<file path="config.mk">
export PLATFORM = sky130hd
export DESIGN_NAME = time_keeper
export DESIGN_NICKNAME = d
export VERILOG_FILES = /design/src/rtl/time_keeper.sv
export SDC_FILE = /design/constraint.sdc
export NUM_CORES = 1
export LEC_CHECK = 0
export CORE_AREA = 2 2 74 76
export CTS_CLUSTER_DIAMETER = 80
export DETAILED_ROUTE_END_ITERATION = 16
export DIE_AREA = 0 0 76 78
export PLACE_DENSITY = 0.81
export SLEW_MARGIN = 20
export SYNTH_ARGS = -nofsm -noshare
export SYNTH_HDL_FRONTEND = slang
export SYNTH_SLANG_ARGS = --single-unit
</file>
<file path="constraint.sdc">
create_clock -name clk -period 5.95 [get_ports clk]
set_clock_uncertainty 0.05 [all_clocks]
set_input_delay 0.8925 -clock clk [delete_from_list [all_inputs] [get_ports clk]]
set_output_delay 0.8925 -clock clk [all_outputs]
set_load 0.02 [all_outputs]
</file>
<file path="src/rtl/time_keeper.sv">
// time_keeper: binary hh:mm:ss time-of-day counter with button set mode; TIME_KEEPER_AUTO_REPEAT_EN adds held-button auto-repeat
module time_keeper #(
  parameter int TICKS_PER_SEC = 50_000_000,
  parameter int REPEAT_CYC    = 25_000_000
) (
  input  logic       clk,
  input  logic       rst,
  input  logic       set_time,
  input  logic       set_hr,
  input  logic       set_min,
  output logic [7:0] hr,
  output logic [7:0] min,
  output logic [5:0] sec,
  output logic       sec_pulse,
  output logic       min_pulse,
  output logic       setting
);
  localparam int PW = $clog2(TICKS_PER_SEC);
  typedef enum logic {RUN, SET} state_t;
  state_t state, state_d;
  logic [PW-1:0] presc, presc_d;
  logic [7:0] hr_d, min_d;
  logic [5:0] sec_d;
  logic hr_prev, min_prev, hr_edge, min_edge, hr_rep, min_rep;
  logic run, tick, sec_wrap, min_wrap, inc_hr, inc_min;
  assign hr_edge = set_hr & ~hr_prev;
  assign min_edge = set_min & ~min_prev;
  assign setting = state == SET;
`ifdef TIME_KEEPER_AUTO_REPEAT_EN
  localparam int RW = $clog2(REPEAT_CYC + 1);
  logic [RW-1:0] hr_cnt, min_cnt;
  assign hr_rep = set_hr && hr_cnt == RW'(REPEAT_CYC);
  assign min_rep = set_min && min_cnt == RW'(REPEAT_CYC);
  // repeat timers arm on a SET-mode edge and restart each time they fire; a button already held never arms them
  always_ff @(posedge clk or negedge rst)
    if (!rst) begin
      hr_cnt <= '0;
      min_cnt <= '0;
    end else begin
      hr_cnt <= !(set_hr && state == SET) ? '0 : hr_edge ? RW'(1) : hr_cnt == '0 ? '0 : hr_rep ? RW'(1) : hr_cnt + 1'b1;
      min_cnt <= !(set_min && state == SET) ? '0 : min_edge ? RW'(1) : min_cnt == '0 ? '0 : min_rep ? RW'(1) : min_cnt + 1'b1;
    end
`else
  assign hr_rep = 1'b0;
  assign min_rep = 1'b0;
`endif
  // next state and next time; counting only while RUN is both current and next, so entry and exit edges clear the prescaler
  always_comb begin
    state_d = set_time ? SET : RUN;
    run = state == RUN && !set_time;
    tick = run && presc == PW'(TICKS_PER_SEC - 1);
    sec_wrap = tick && sec == 6'd59;
    min_wrap = sec_wrap && min == 8'd59;
    inc_hr = state == SET && (hr_edge || hr_rep);
    inc_min = state == SET && (min_edge || min_rep);
    presc_d = (!run || tick) ? '0 : presc + 1'b1;
    sec_d = !run ? '0 : tick ? (sec == 6'd59 ? '0 : sec + 6'd1) : sec;
    min_d = (sec_wrap || inc_min) ? (min == 8'd59 ? '0 : min + 8'd1) : min;
    hr_d = (min_wrap || inc_hr) ? (hr == 8'd23 ? '0 : hr + 8'd1) : hr;
  end
  // state, time, strobes and button history registers
  always_ff @(posedge clk or negedge rst)
    if (!rst) begin
      state <= RUN;
      presc <= '0;
      sec <= '0;
      min <= '0;
      hr <= '0;
      sec_pulse <= 1'b0;
      min_pulse <= 1'b0;
      hr_prev <= 1'b0;
      min_prev <= 1'b0;
    end else begin
      state <= state_d;
      presc <= presc_d;
      sec <= sec_d;
      min <= min_d;
      hr <= hr_d;
      sec_pulse <= tick;
      min_pulse <= sec_wrap;
      hr_prev <= set_hr;
      min_prev <= set_min;
    end
endmodule

</file>
## Word level (Yosys, flattened, before mapping)

Cells that the tools add are included.

| word-level totals | value |
|---|---|
| register bits | 53 |
| bits of input ports | 5 |
| word-level logic and storage cells | 41 |

| cells by class | value |
|---|---|
| $add $sub $neg | 4 |
| equality and inequality tests | 5 |
| mux-type cells | 7 |
| bitwise logic cells | 5 |
| reduce and logical (&&, ||, !) cells | 11 |

Operators with widths:

| cell | count |
|---|---|
| $add A26 B1 Y26 const B | 1 |
| $eq A26 B26 Y1 const B | 1 |
| $mux W26 | 1 |
| $mux W6 | 3 |
| $add A8 B1 Y8 const B | 2 |
| $mux W8 | 2 |
| $eq A8 B5 Y1 const B | 1 |
| $eq A8 B6 Y1 const B | 1 |
| $add A6 B1 Y6 const B | 1 |
| $eq A6 B6 Y1 const B | 1 |
| $logic_and A1 B1 Y1 | 6 |
| $logic_or A1 B1 Y1 | 3 |
| $not A1 Y1 | 3 |
| $and A1 B1 Y1 | 2 |
| $logic_not A1 Y1 | 2 |
| $ne A2 B1 Y1 const B | 1 |
| $mux W1 | 1 |

## Depth between registers and ports, before layout

Gate-level depths: netlist of the first run.

| depth | value |
|---|---|
| depth in word-level cells | 6 |
| gate-level depth with buffers | 8 |

## Least setup slack after synthesis of the first run

No wires, ideal clock.

| timing path | value |
|---|---|
| path kind | input to register |
| start point | input port set_time |
| end point | register hr[3] |
| setup time | 0.125 ns |
| arrival time | 2.158 ns |
| data required time | 5.775 ns |
| setup slack | 3.618 ns |
| stages on the path | 5 |
| buffers on the path | 1 |
| cell sequence | or2_2 buf_2 nor4_4 o21ai_0 mux2_2 |

| between the ends | value |
|---|---|
| longest elaborated chain between the ends | 6 |

RTL lines:

| element | RTL line | source |
|---|---|---|
| from (decl) | 8 | `input logic set_time,` |
| $logic_not A1 Y1 | 50 | `run = state == RUN && !set_time;` |
| $logic_and A1 B1 Y1 | 50 |  |
| $logic_and A1 B1 Y1 | 51 | `tick = run && presc == PW'(TICKS_PER_SEC - 1);` |
| $logic_and A1 B1 Y1 | 52 | `sec_wrap = tick && sec == 6'd59;` |
| $logic_and A1 B1 Y1 | 53 | `min_wrap = sec_wrap && min == 8'd59;` |
| $logic_or A1 B1 Y1 | 59 | `hr_d = (min_wrap \|\| inc_hr) ? (hr == 8'd23 ? '0 : hr + 8'd1) : hr;` |
| to (signal assigned) | 78 | `hr <= hr_d;` |
| to (decl) | 11 | `output logic [7:0] hr,` |

Every way passes these cells.
A chain may end at the register's enable or synchronous reset.

## Worst setup path after layout of the first run

| timing path | value |
|---|---|
| start point | input port set_time |
| end point | register hr[1] |

Same word-level chain as after synthesis.

==> results of run 1 <==
## logic make-up (layout without fill, tap and decap cells)
kind of cell | count (synthesis) | in the layout | share of synthesized area
AND/OR/NAND/NOR | 120 | 120 | 0.270
flip-flops | 53 | 53 | 0.492
XOR/XNOR | 30 | 30 | 0.0974
AO/OA/AOI/OAI | 28 | 28 | 0.0705
buffers and inverters | 11 | 43 | 0.0195
multiplexers | 8 | 8 | 0.0325
adder cells (fa/ha/maj) | 4 | 4 | 0.0186
## worst max-delay path by stage
stage,from,endpoint,slack [ps],depth (start not counted)
finish,set_time,hr[1],3410,5
global route,presc[0],sec[0],3270,6
CTS,set_time,hr[3],3410,5
detailed placement,set_time,hr[3],3060,5
global placement,set_time,hr[1],3110,5
floorplan,set_time,hr[3],3620,5
## final cells by class
cell class	count	area [sq um]
inverters	5	18.8
multi-input cells	190	1320
well taps	70	87.6
fillers	420	1880
flip-flops and latches	53	1330
repair buffers	30	293
clock inverters	2	37.5
clock buffers	6	82.6
## metal layers
layer  up-vias  routed length (microns)
met2        30                     2420
met1       951                     2470
met4         0                       91
li1        969                        -
met3         8                      197
met5         -                        0
## metrics by stage
stage	util	worst slack (ps)	power, uW	instances
2_1_floorplan	-	3620	572	254
3_3_place_gp	0.603	3110	675	348
3_5_place_dp	0.603	3060	680	348
4_1_cts	0.627	3410	940	356
5_1_grt	0.627	3270	977	356
6_report	0.627	3410	931	356
## cell usage after synthesis (all sizes together)
cell type,instances
dfrtp,53
nand2b,1
o21ai,7
or3,5
mux2i,2
inv,5
xnor2,20
and4,3
a31oi,1
and4b,1
o31ai,1
nor2,34
and3b,2
nand2,12
o311ai,3
or2,3
o211ai,1
clkbuf,2
nor4,3
and3,11
o2bb2ai,2
o2111ai,5
nand3,13
and4bb,1
nor3,10
mux2,6
nor4b,2
nand3b,4
a21oi,5
or4,2
o22ai,2
ha,4
o221ai,1
xor2,10
buf,4
and2,7
nand4,6
## worst register-to-register path: stages (launching register included)
cell and delay (ps):
dfrtp_1 440, ha_1 300, and2_1 230, nand4_4 160, or2_4 320, nand2_1 650
mux2i_1 170
## cell usage in the layout (no fill, tap or decap), drive strengths merged, types with 7 or more instances in the layout
master / synthesis / routed
nand3: 13 / 13
xnor2: 20 / 20
dfrtp: 53 / 53
o21ai: 7 / 7
nand2: 12 / 12
and3: 11 / 11
nor2: 34 / 34
clkdlybuf4s50: 0 / 28
nor3: 10 / 10
xor2: 10 / 10
and2: 7 / 7
## flip-flops by register name (all words and copies together), names as in the netlist
register   flops
presc         26
setting        1
min            8
sec            6
sec_pulse      1
min_pulse      1
hr_prev        1
min_prev       1
hr             8
## power by group through the flow
stage | sequential, uW | combinational (uW) | clock, uW
after floorplan | 482 | 90.2 | 0
after CTS | 446 | 229 | 265
after global placement | 452 | 223 | 0
after global routing | 455 | 243 | 279
final | 447 | 227 | 258
after detailed placement | 451 | 228 | 0
==> flow_summary.ini, run 1 <==
[power_and_ir_drop]
seqPwrFrac = 0.480
swShare = 0.305
intPower_uw = 647
p_switching_uw = 284
p_comb_frac = 0.243
leakagePower_uw = 0.00126
clockPowerShare = 0.277
max-vdd-ir-drop_mv = 0.251
pwr_density_cell_nw_per_um2 = 294

[route]
vias_per_cell = 5.50
drc = 0
drtPass1Iterations = 4
routedWlPerCell_microns = 14.5
final_antenna_net_count = 0
routed_wl_microns = 5180
vias = 1958
first_iter_violations = 139

[timing]
finalHoldViolations = 0
period_needed_ps = 2540
timing.hold.ws_ps = 467
setup_viol = 0
slew-limit-headroom = 0.424
worst_slew_pin_slew_ps = 862
drv_slew = 0
rsz0062_at_grt = no
max_freq_mhz = 394
fin_crit_sh = 0.427
setup_tns_ps = 0

[floorplan]
die_area_sq_um = 5930
start_util = 0.535
die_w_microns = 76
coreArea_sq_um = 5040
io_pins = 30
die_h_microns = 78
rows = 26

[logic_synthesis]
synth_fp_nets = 263
synth_area_sq_um = 2700
yosysSeqAreaShare = 0.492
yosysTopAreaCell = dfrtp_1
yosys_warnings = 0
synth_cells = 254
avgSynthCellArea_sq_um = 10.6
synth.top_cell.area_share = 0.492
yosys_register_bits = 53
yosysUniqueCellTypes = 47
synthTopCellsByArea = dfrtp_1 (49%), xnor2_1 (6.5%), nor2_1 (4.6%)

[worst_setup_path]
reg2reg_to = sec[0]
path_class = in -> reg
worstRegToRegCells = 6
startpoint_type = input port
setup.worst_path.end_class = flip-flop
cp_top_family = simple AND/OR/NAND/NOR gates
worstPathArrival_ps = 2700
slowest_stage = nor4_4
max_stage_delay_ps = 500
regToRegStartpoint = presc[0]
critical_path_peak_fanout = 11
crit_chain = clkdlybuf4s50_1, or2_2, nor4_4, nor2_1, mux2_2
cp.buffers_inverters = 1
reg2reg_setup_slack_ps = 3480
worstPathRequired_ps = 6110

[clock_tree]
worstSkewPairLatency_ps = 320
htree_levels = 2
cts_buffers = 5
cts_tree = yes
cts_max_path_buffers = 2
hold_buffers = 0
post_cts_buffers = 0
clock-sinks = 53
clk_pin_slew_ps = 100
cts_resized = 0
cts-root-buf = clkbuf_8

[placement]
place_area_sq_um = 3040
dpl.hpwl_microns = 3570
place.port_buffers = 29
gp_congestion = 0.774

[global_routing]
top_usage_layer = met2
grt-ovfl-total = 0
grt.total_usage = 0.190
antenna_found_initial = 0
grt_max_degree = 54
met1_usage = 0.254
grt.met3_usage = 0.0500
grt_pass1_vias = 1876
gr-usage-met2 = 0.298
grt_pass1_wl_microns = 8950

[min_path]
hold_depth = 1
hold_start = hr[7]
worstHoldEndpoint = hr[7]
hold_path.class = reg -> reg

[run_status]
status = complete, no violations

[finish]
finalInstanceArea_sq_um = 3160
areaGrowthSynthToFinish_pct = 17.3
nNetsFinal = 294
antennaDiodeCount = 0
final_layout_size_suffix_gt1_frac = 0.0944

[job]
drv_cap = 0
Power figures use the tool's default switching activity.
==> run 2, diff against run 1 <==
==> constraint.sdc (replaced) <==
create_clock -name clk -period 2.6 [get_ports clk]
set_clock_uncertainty 0.05 [all_clocks]
set_input_delay 0.39 -clock clk [delete_from_list [all_inputs] [get_ports clk]]
set_output_delay 0.39 -clock clk [all_outputs]
set_load 0.02 [all_outputs]
==> run 2 against run 1 <==
Against the previous run: first-iteration DRC count is 25% higher; design area is 0.91% higher; non-clock buffer count is 2 higher; utilization is 0.57 points higher; sequential share of layout area is 0.38 points lower; die area stayed put; wire length is 2.4% lower; via count is 1.2% higher.
==> flow_summary.ini, run 2 (synthesized netlist as in run 1, its figures left out) <==
[run_status]
status = complete, no violations

[clock_tree]
cts_buffers = 5
cts_resized = 0
clock-sinks = 53
htree_levels = 2
cts_max_path_buffers = 2
clk_pin_slew_ps = 90
hold_buffers = 0
post_cts_buffers = 0
worstSkewPairLatency_ps = 300
cts_tree = yes
cts-root-buf = clkbuf_8

[power_and_ir_drop]
max-vdd-ir-drop_mv = 0.505
seqPwrFrac = 0.468
swShare = 0.291
p_comb_frac = 0.237
clockPowerShare = 0.295
pwr_density_cell_nw_per_um2 = 686
p_switching_uw = 637
intPower_uw = 1550
leakagePower_uw = 0.00128

[placement]
dp.cells = 350
gp_congestion = 0.784
dpl.hpwl_microns = 3660
place.port_buffers = 29

[floorplan]
rows = 26
die_h_microns = 78
io_pins = 30
coreArea_sq_um = 5040
die_w_microns = 76
start_util = 0.535
die_area_sq_um = 5930

[global_routing]
grt-ovfl-total = 0
grt_max_degree = 27
grt_pass1_vias = 1820
grt_pass1_wl_microns = 8540
antenna_found_initial = 0
grt.met3_usage = 0.0314
met1_usage = 0.248
grt.total_usage = 0.178
top_usage_layer = met2
gr-usage-met2 = 0.292

[worst_setup_path]
reg2reg_to = hr[1]
critPathLaunch = min[0]
path_class = reg -> reg
worstPathRequired_ps = 2740
critical_path_peak_fanout = 7
cp-endpoint = hr[1]
setup.worst_path.end_class = flip-flop
regToRegStartpoint = min[0]
reg2reg_setup_slack_ps = 360
startpoint_type = flip-flop
worstRegToRegCells = 6
worstPathArrival_ps = 2380

[finish]
mostFrequentLayoutCells = dfrtp_1 (53), nor2_1 (33), clkdlybuf4s50_1 (28), xnor2_1 (20), nand3_1 (13)
biggestRegsByFlops = presc x26, hr x8, min x8
largest_reg_flops = 26
areaGrowthSynthToFinish_pct = 18.4
nNetsFinal = 296
layout_commonest_cell = dfrtp_1
largest_register = presc
final_layout_size_suffix_gt1_frac = 0.101
finalNonFillerCells = 358
antennaDiodeCount = 0

[timing]
rsz0062_at_grt = no
finalHoldViolations = 0
slew-limit-headroom = 0.648
timing.hold.ws_ps = 4.82
drv_slew = 0
worst_slew_pin_slew_ps = 525
fin_crit_sh = 0.861
setup_tns_ps = 0
period_needed_ps = 2240
max_freq_mhz = 447
setup_viol = 0

[route]
drtPass1Iterations = 4
final_antenna_net_count = 0
routedWlPerCell_microns = 14.1
routed_wl_microns = 5050
vias = 1981
first_iter_violations = 174
drc = 0
vias_per_cell = 5.53

[job]
drv_cap = 0

[min_path]
hold_path.class = in -> async
## run 2: layout make-up
type                            count  area [sq um]
Clock buffer                        5          68.8
Clock inverter                      3          65.1
Fill cell                         412          1850
Inverter                            5          18.8
Multi-Input combinational cell    190          1320
Sequential cell                    53          1330
Tap cell                           70          87.6
Timing Repair Buffer               32           308
## run 2: power by group through the flow
stage	Combinational, uW	Clock [uW]	Sequential, uW
finish	519	645	1030
detailed placement	525	0	1040
global placement	512	0	1040
CTS	526	658	1020
floorplan	207	0	1100
global route	561	691	1040
## run 2: worst min-delay path by stage
| stage | endpoint | slack (ps) | cells after the start |
|---|---|---|---|
| finish | presc[16] | 5 | 1 |
| CTS | hr[3] | 20 | 1 |
| global route | hr[2] | 40 | 1 |
| floorplan | hr[0] | 40 | 0 |
| global placement | presc[12] | 340 | 1 |
| detailed placement | presc[12] | 350 | 1 |
## run 2: worst max-delay path: stages, from the launching register on
cell	delay [ps]
dfrtp_1	410
ha_1	230
nor4b_1	410
nand4_1	220
nor4_4	370
nor2_1	150
mux2_2	290
## run 2: stage by stage
stage,total power (uW),utilization,instance area [sq um],setup WS [ps]
after floorplan,1310,-,2700,612
after global placement,1550,0.606,3060,262
after detailed placement,1560,0.606,3060,223
after CTS,2210,0.633,3190,375
after global routing,2290,0.633,3190,133
final,2190,0.633,3190,360
## run 2: per-layer routing
layer / up-vias / share of wire
met5: - / 0
met4: 0 / 0.0079
met3: 4 / 0.031
met2: 36 / 0.49
met1: 968 / 0.48
li1: 973 / -
==> run 3, diff against run 2 <==
--- a/config.mk
+++ b/config.mk
@@ -6,11 +6,11 @@
 export NUM_CORES = 1
 export LEC_CHECK = 0
 export CORE_AREA = 2 2 74 76
-export CTS_CLUSTER_DIAMETER = 80
+export CTS_CLUSTER_DIAMETER = 100
 export DETAILED_ROUTE_END_ITERATION = 16
 export DIE_AREA = 0 0 76 78
 export PLACE_DENSITY = 0.81
-export SLEW_MARGIN = 20
+export SLEW_MARGIN = 10
 export SYNTH_ARGS = -nofsm -noshare
 export SYNTH_HDL_FRONTEND = slang
 export SYNTH_SLANG_ARGS = --single-unit
==> results of run 3 <==
Same layout as run 2: the final DEF is identical, and so are final timing and power.
